**config.mk**
```make
export PLATFORM = sky130hd
export DESIGN_NAME = div_sequencer
export DESIGN_NICKNAME = d
export VERILOG_FILES = /design/src/rtl/div_sequencer.sv
export SDC_FILE = /design/constraint.sdc
export NUM_CORES = 1
export LEC_CHECK = 0
export ABC_AREA = 1
export CELL_PAD_IN_SITES_DETAIL_PLACEMENT = 0
export CELL_PAD_IN_SITES_GLOBAL_PLACEMENT = 2
export CORE_AREA = 3 3 208 210
export CTS_BUF_LIST = sky130_fd_sc_hd__clkbuf_4 sky130_fd_sc_hd__clkbuf_8
export CTS_CLUSTER_SIZE = 40
export DETAILED_ROUTE_END_ITERATION = 8
export DIE_AREA = 0 0 211 213
export GPL_ROUTABILITY_DRIVEN = 0
export PLACE_DENSITY_LB_ADDON = 0.1
export SLEW_MARGIN = 25
export SYNTH_ARGS = -nofsm -noshare
export SYNTH_HDL_FRONTEND = slang
export SYNTH_SLANG_ARGS = --single-unit
```
**constraint.sdc**
```tcl
create_clock -name clk -period 9.2 [get_ports clk]
set_input_delay 1.84 -clock clk [delete_from_list [all_inputs] [get_ports clk]]
set_output_delay 1.84 -clock clk [all_outputs]
set_load 0.01 [all_outputs]
```
**src/rtl/div_sequencer.sv**
```systemverilog
// rtl/div_sequencer.sv - multi-cycle RV32M divide/remainder controller for the EX stage
//
// Runs a 32-iteration restoring shift-subtract divide for DIV/DIVU/REM/REMU and
// stalls the front of the pipeline while it works. Divide-by-zero and signed
// overflow are resolved at accept time and finish one cycle later.
//
// Ports:
//   clk              clock, rising edge
//   rst              synchronous active-high reset
//   start_in         EX holds a valid divide op
//   funct3_in        100 DIV, 101 DIVU, 110 REM, 111 REMU (sampled on accept)
//   op_a_in          dividend (forwarded)
//   op_b_in          divisor (forwarded)
//   flush_in         EX squash; aborts any op, wins over start_in
//   stall_out        holds PC, IF/ID, ID/EX (combinational)
//   busy_out         high in BUSY or DONE
//   result_out       registered quotient or remainder, updated only on entering DONE
//   result_valid_out one-cycle pulse in DONE

module div_sequencer #(
  parameter int XLEN = 32
) (
  input  logic            clk,
  input  logic            rst,
  input  logic            start_in,
  input  logic [2:0]      funct3_in,
  input  logic [XLEN-1:0] op_a_in,
  input  logic [XLEN-1:0] op_b_in,
  input  logic            flush_in,
  output logic            stall_out,
  output logic            busy_out,
  output logic [XLEN-1:0] result_out,
  output logic            result_valid_out
);

  typedef enum logic [1:0] {IDLE, BUSY, DONE} state_t;

  localparam logic [XLEN-1:0] MOST_NEG = {1'b1, {(XLEN-1){1'b0}}};

  state_t          state;
  logic [4:0]      cnt;
  logic            is_rem;
  logic            neg_quo;
  logic            neg_rem;
  logic [XLEN-1:0] dvd;   // dividend magnitude; quotient bits shift in at the bottom
  logic [XLEN-1:0] dsr;   // divisor magnitude
  logic [XLEN-1:0] rem;   // partial remainder

  // funct3[2] is always 1 for ops that reach this block; it carries no information here.
  logic unused_funct3_bit;
  assign unused_funct3_bit = funct3_in[2];

  // Accept-time decode
  logic            acc_signed;
  logic            acc_rem;
  logic            a_neg;
  logic            b_neg;
  logic            div_zero;
  logic            overflow;
  logic [XLEN-1:0] a_mag;
  logic [XLEN-1:0] b_mag;
  logic [XLEN-1:0] special_res;

  always_comb begin
    acc_signed  = ~funct3_in[0];
    acc_rem     = funct3_in[1];
    a_neg       = acc_signed & op_a_in[XLEN-1];
    b_neg       = acc_signed & op_b_in[XLEN-1];
    a_mag       = a_neg ? -op_a_in : op_a_in;
    b_mag       = b_neg ? -op_b_in : op_b_in;
    div_zero    = (op_b_in == '0);
    overflow    = acc_signed & (op_a_in == MOST_NEG) & (op_b_in == '1);
    special_res = '0;
    if (div_zero)
      special_res = acc_rem ? op_a_in : '1;
    else if (overflow)
      special_res = acc_rem ? '0 : MOST_NEG;
  end

  // One restoring iteration. The extra top bit of the difference is the borrow:
  // clear borrow means the shifted remainder covers the divisor.
  logic [XLEN-1:0] rem_shift;
  logic [XLEN:0]   diff;
  logic            take;
  logic [XLEN-1:0] rem_next;
  logic [XLEN-1:0] quo_next;
  logic [XLEN-1:0] quo_fix;
  logic [XLEN-1:0] rem_fix;
  logic [XLEN-1:0] final_res;

  always_comb begin
    rem_shift = {rem[XLEN-2:0], dvd[XLEN-1]};
    diff      = {1'b0, rem_shift} - {1'b0, dsr};
    take      = ~diff[XLEN];
    rem_next  = take ? diff[XLEN-1:0] : rem_shift;
    quo_next  = {dvd[XLEN-2:0], take};
    quo_fix   = neg_quo ? -quo_next : quo_next;
    rem_fix   = neg_rem ? -rem_next : rem_next;
    final_res = is_rem ? rem_fix : quo_fix;
  end

  always_ff @(posedge clk) begin
    if (rst) begin
      state            <= IDLE;
      cnt              <= '0;
      result_out       <= '0;
      result_valid_out <= 1'b0;
    end else if (flush_in) begin
      // Squash: drop whatever is in flight, leave result_out alone.
      state            <= IDLE;
      result_valid_out <= 1'b0;
    end else begin
      case (state)
        IDLE: begin
          result_valid_out <= 1'b0;
          if (start_in) begin
            is_rem  <= acc_rem;
            neg_quo <= a_neg ^ b_neg;
            neg_rem <= a_neg;
            dvd     <= a_mag;
            dsr     <= b_mag;
            rem     <= '0;
            cnt     <= '0;
            if (div_zero || overflow) begin
              result_out       <= special_res;
              result_valid_out <= 1'b1;
              state            <= DONE;
            end else begin
              state <= BUSY;
            end
          end
        end
        BUSY: begin
          dvd <= quo_next;
          rem <= rem_next;
          cnt <= cnt + 5'd1;
          if (cnt == 5'd31) begin
            result_out       <= final_res;
            result_valid_out <= 1'b1;
            state            <= DONE;
          end
        end
        DONE: begin
          // The op in EX advances this cycle, so never re-accept it.
          result_valid_out <= 1'b0;
          state            <= IDLE;
        end
        default: begin
          result_valid_out <= 1'b0;
          state            <= IDLE;
        end
      endcase
    end
  end

  assign stall_out = start_in & (state != DONE) & ~flush_in;
  assign busy_out  = (state != IDLE);

endmodule
```
=== Yosys cells after proc, flatten, opt, wreduce, memory -nomap -nowiden ===
Index checks and enable logic that the tools add are counted.

* Add/subtract/negate cells: 6
* Eq/ne operators: 8
* Multiplexer cells: 28
* Bitwise gates (word level): 11
* Reductions and logical operators: 11

{| class="wikitable"
|+ Operator list
! cell !! number
|-
| $mux 32 || 14
|-
| $neg 32->32 || 4
|-
| $pmux 32 s2 || 2
|-
| $eq 32x32->1 const B || 2
|-
| $pmux 31 s2 || 1
|-
| $sub 32x32->33 || 1
|-
| $logic_not 32->1 || 1
|-
| $mux 31 || 1
|-
| $pmux 5 s2 || 1
|-
| $ne 2x2->1 const B || 4
|-
| $reduce_and 4->1 || 2
|-
| $and 1x1->1 || 6
|-
| $mux 2 || 3
|-
| $add 5x1->5 const B || 1
|-
| $eq 5x5->1 const B || 1
|-
| $mux 5 || 1
|-
| $reduce_and 5->1 || 1
|-
| $not 1->1 || 4
|-
| $pmux 2 s2 || 1
|-
| $reduce_bool 2->1 || 2
|-
| $mux 1 || 3
|-
| $reduce_and 3->1 || 1
|-
| $eq 2x1->1 const B || 1
|-
| $logic_not 2->1 || 1
|-
| 5 further kinds || 5
|}

* Register bits: 138
* Output and inout bits: 35
* Word-level logic and storage cells: 74

=== Depth between registers and ports, before layout ===
* Depth in word-level cells: 8
* Gate-level depth with buffers: 31
* Mapped depth without buffers: 30

=== Worst setup path before layout ===
Ideal clock, no wire load.

* Kind: in2reg
* Start: in rst
* End: reg dvd[0] (enable)
* Setup time: 562 ps
* Arrival time: 6533 ps
* Data required time: 8638 ps
* Setup slack: 2106 ps
* Stages on the path: 4
* Buffers on the path: 1
* Cell sequence: clkbuf_1 > nor2_1 > inv_1 > nor3_1

* Word-level cells in the longest chain between the ends: 2

{| class="wikitable"
|+ RTL lines
! item !! line !! text
|-
| start, declared || 24 || <nowiki>input logic rst,</nowiki>
|-
| $not 1->1 (no line) || -- ||
|-
| $reduce_and 4->1 (no line) || -- ||
|-
| end signal, assigned || 120 || <nowiki>dvd <= a_mag;</nowiki>
|-
| end signal, assigned || 134 || <nowiki>dvd <= quo_next;</nowiki>
|-
| end, declared || 45 || <nowiki>logic [XLEN-1:0] dvd;</nowiki>
|}

Every way passes these cells.
A chain may end at the register's enable or synchronous reset.

=== Worst setup path after layout ===
* Start: reg rem[17]
* End: reg result_out[20]

* Word-level cells in the longest chain between the ends: 7
* Elaborated cells on any way between the ends: 10
* Classes of those cells: add/sub: 3; mux: 6; bitwise: 1

{| class="wikitable"
|+ RTL lines
! item !! line !! text
|-
| start, declared || 47 || <nowiki>logic [XLEN-1:0] rem;</nowiki>
|-
| start signal, assigned || 135 || <nowiki>rem <= rem_next;</nowiki>
|-
| $sub 32x32->33 || 93 || <nowiki>diff = {1'b0, rem_shift} - {1'b0, dsr};</nowiki>
|-
| $mux 32 / $not 1->1 (equally long branches) || 95, 94 ||
|-
| $neg 32->32, on equally long branches || 98, 97 ||
|-
| $mux 32, on equally long branches || 98, 97 ||
|-
| $mux 32 (*) || 99 || <nowiki>final_res = is_rem ? rem_fix : quo_fix;</nowiki>
|-
| $mux 32 (*) || 137 || <nowiki>if (cnt == 5'd31) begin</nowiki>
|-
| $pmux 32 s2 (*) || 113 || <nowiki>case (state)</nowiki>
|-
| end signal, assigned || 125 || <nowiki>result_out <= special_res;</nowiki>
|-
| end signal, assigned || 138 || <nowiki>result_out <= final_res;</nowiki>
|-
| end, declared || 32 || <nowiki>output logic [XLEN-1:0] result_out,</nowiki>
|}

Mark *: on every way between the ends. The rest lies on a longest branch, timed or not. The select of a mux whose other input is x is not followed.

==> flow_summary.ini <==
[yosys]
synth_top_flop_cell = edfxtp_1
synth_top_area_share_pct = 23.6
yosysSeqAreaShare_pct = 30.0
yosysUniqueCellTypes = 50
synthesis.instances = 1965
ys_async_sr_fraction_pct = 0
syn_area_mm2 = 0.0125
yosysWarnings = 0
synth.most_common_cell = nand2_1
synth_nets = 2076
ys_ff_latch = 138
synth_edf_count = 98
yosysTopAreaCell = edfxtp_1
synth_common_cells = nand2_1 (572), inv_1 (276), nor2_1 (247)
synth_area_leaders = edfxtp_1 (24%), nand2_1 (17%), inv_1 (8.3%)
syn_area_per_cell_um2 = 6.35

[global_routing]
grt_pass1_vias = 11900
grt_start_max_net_pins = 91
antenna_found_initial = 1
grtUsageTotal_pct = 20.3
grt_pass1_wl_mm = 69.8
globalRouteOverflowTotal = 0

[route]
drtAntennaViolNets = 0
vias = 12400
drc = 0
firstDrtPassIters = 5
vias_per_cell = 4.79
drtIter0Drc = 673
wl_per_cell_um = 17.5
wl_mm = 45.4

[power]
total_power_w = 0.00170
leakage_nw = 6.46
ir_worst_vdd_v = 0.0000839
p_per_area_mw_per_mm2 = 118

[finish]
final_net_count = 2150
syn_to_final_growth_pct = 15.5
postLayoutCoreUtil_pct = 34.5
drive_above_1_share_pct = 6.04
n_antenna_cell = 0
fin_cells = 2591
n_fill_cell = 4659

[sta]
fin_hold_ws_ns = 0.468
fmax_mhz = 173
fin_crit_sh_pct = 63.0
period_needed_ns = 5.79
final_max_slew_viol_count = 0
tightest_slew_ns = 0.968
skew_ns = 0.0159
setup_tns_ns = 0
hold_viol = 0
rsz0062_at_grt = false
setup_viol = 0
relSlewSlack_pct = 35.3

[critical_path]
worstPathRequired_ns = 9.57
critPathArrivalTime_ns = 6.16
cp_top_family = simple AND/OR/NAND/NOR gates
rrSetupSlack_ns = 3.41
startpoint_type = flop
end_kind = flop
cpMaxStageDelayCell = a21oi_4
critical-path-max-stage-delay_ns = 0.62
cp.buffers_inverters = 5
worstPathMaxFanout = 58
cp_num_cells = 26
worstSetupPathType = reg2reg
rr_worst_depth = 26
critical-path-top-cell-by-count = nand2_1

[clocking]
cts.sinks = 138
cts_buffers = 17
postCtsResizedCells = 0
clock_tree.buffer_depth = 2
ctsRootBufferMaster = clkbuf_8
htreeDepth = 4
clk_pin_slew_ns = 0.10
cts_tree = done
clk_latency_ns = 0.48
cts_setup_buffers = 0
hold_buffers = 0

[flow_run]
max_cap_violations = 0

[floorplan]
fp.coreArea_mm2 = 0.0418
io_pins = 106
initial_core_util_pct = 29.9
core.rowCount = 75
die-area_mm2 = 0.0449
die_x_um = 211
dieHeight_um = 213

[min_path]
worstHoldPathType = reg2reg
hold-path-cell-count = 2

[placed_design]
io_buffers = 104
placed_cells = 2559
dpl.hpwl_mm = 36.3

[status]
status = completed
-- registers in the layout, indices dropped and copies added (netlist names) --
signal            count
is_rem                1
cnt                   5
dsr                  32
result_valid_out      1
state                 2
result_out           32
rem                  31
neg_rem               1
dvd                  32
neg_quo               1
-- placed cells by master, fill, tap and decap left out, types with 13 or more instances in the layout --
master,instances
a21oi_1,88
clkbuf_8,17
clkdlybuf4s50_1,104
dfxtp_1,40
edfxtp_1,98
ha_1,39
inv_1,275
nand2_1,572
nand2_2,27
nand3_1,126
nand3b_1,23
nand4_1,26
nor2_1,245
nor2_2,13
nor3_1,39
o21ai_0,118
xor2_1,59
-- worst paths after layout --
kind | startpoint | end
worst min-delay path | result_out[17] | result_out[17]
worst min register to register | result_out[17] | result_out[17]
worst max-delay path | rem[17] | result_out[20]
worst max register to register | rem[17] | result_out[20]
-- layer usage --
layer  GRT usage, %  vias up  wire length (um)
met1           29.2     5715             22900
met3           2.44       39              1380
met5              0        -                 0
met2           32.2      221             20100
li1               -     6441                 -
met4           5.73        0              1010
-- logic make-up after synthesis --
logic type | count (synthesis) | share of synthesized area (%)
adders and majority gates | 40 | 4.07
DFF | 138 | 30.0
AOI/OAI and AO/OA | 253 | 11.1
and+or+nand+nor | 1117 | 38.7
xor gates and xnor gates | 71 | 4.99
buffers and inverters | 346 | 11.1
-- per-stage QoR --
step	area, um2	worst slack (ns)
after floorplan	12500	2.11
after global placement	14000	3.36
after detailed placement	14000	3.33
after CTS	14400	3.46
after global routing	14400	2.72
final	14400	3.41
-- worst reg2reg max path, stage by stage (launching register included) --
cell and delay, ns:
edfxtp_1 0.46, ha_1 0.40, nand2_1 0.16, inv_1 0.05, nand2_1 0.06, nand2_1 0.07
nand2_1 0.08, nand2_1 0.10, a21oi_4 0.62, nand2_4 0.59, inv_2 0.52, ha_1 0.24
inv_1 0.06, nor3_1 0.24, nand3_1 0.19, nor3_1 0.22, nand2_1 0.13, nor2_1 0.15
inv_1 0.12, nor4_2 0.32, nand2_1 0.09, nand2_1 0.13, inv_1 0.07, o21ai_0 0.13
a21oi_1 0.05, o21ai_0 0.33, a21oi_1 0.11
-- power breakdown --
part           total, W  internal [W]  switching, W
registers      0.000716      0.000696     0.0000199
logic          0.000425      0.000144      0.000281
clock network  0.000554      0.000274      0.000280
-- final cells by class --
type,instances,area [um2],share of cell area [%]
Clock buffer,17,234,1.62
Clock inverter,15,190,1.32
Inverter,285,1070,7.42
Multi-Input combinational cell,1481,7370,51.1
Sequential cell,138,3740,26.0
Tap cell,539,674,4.68
Timing Repair Buffer,116,1130,7.85
Power figures use the tool's default switching activity.
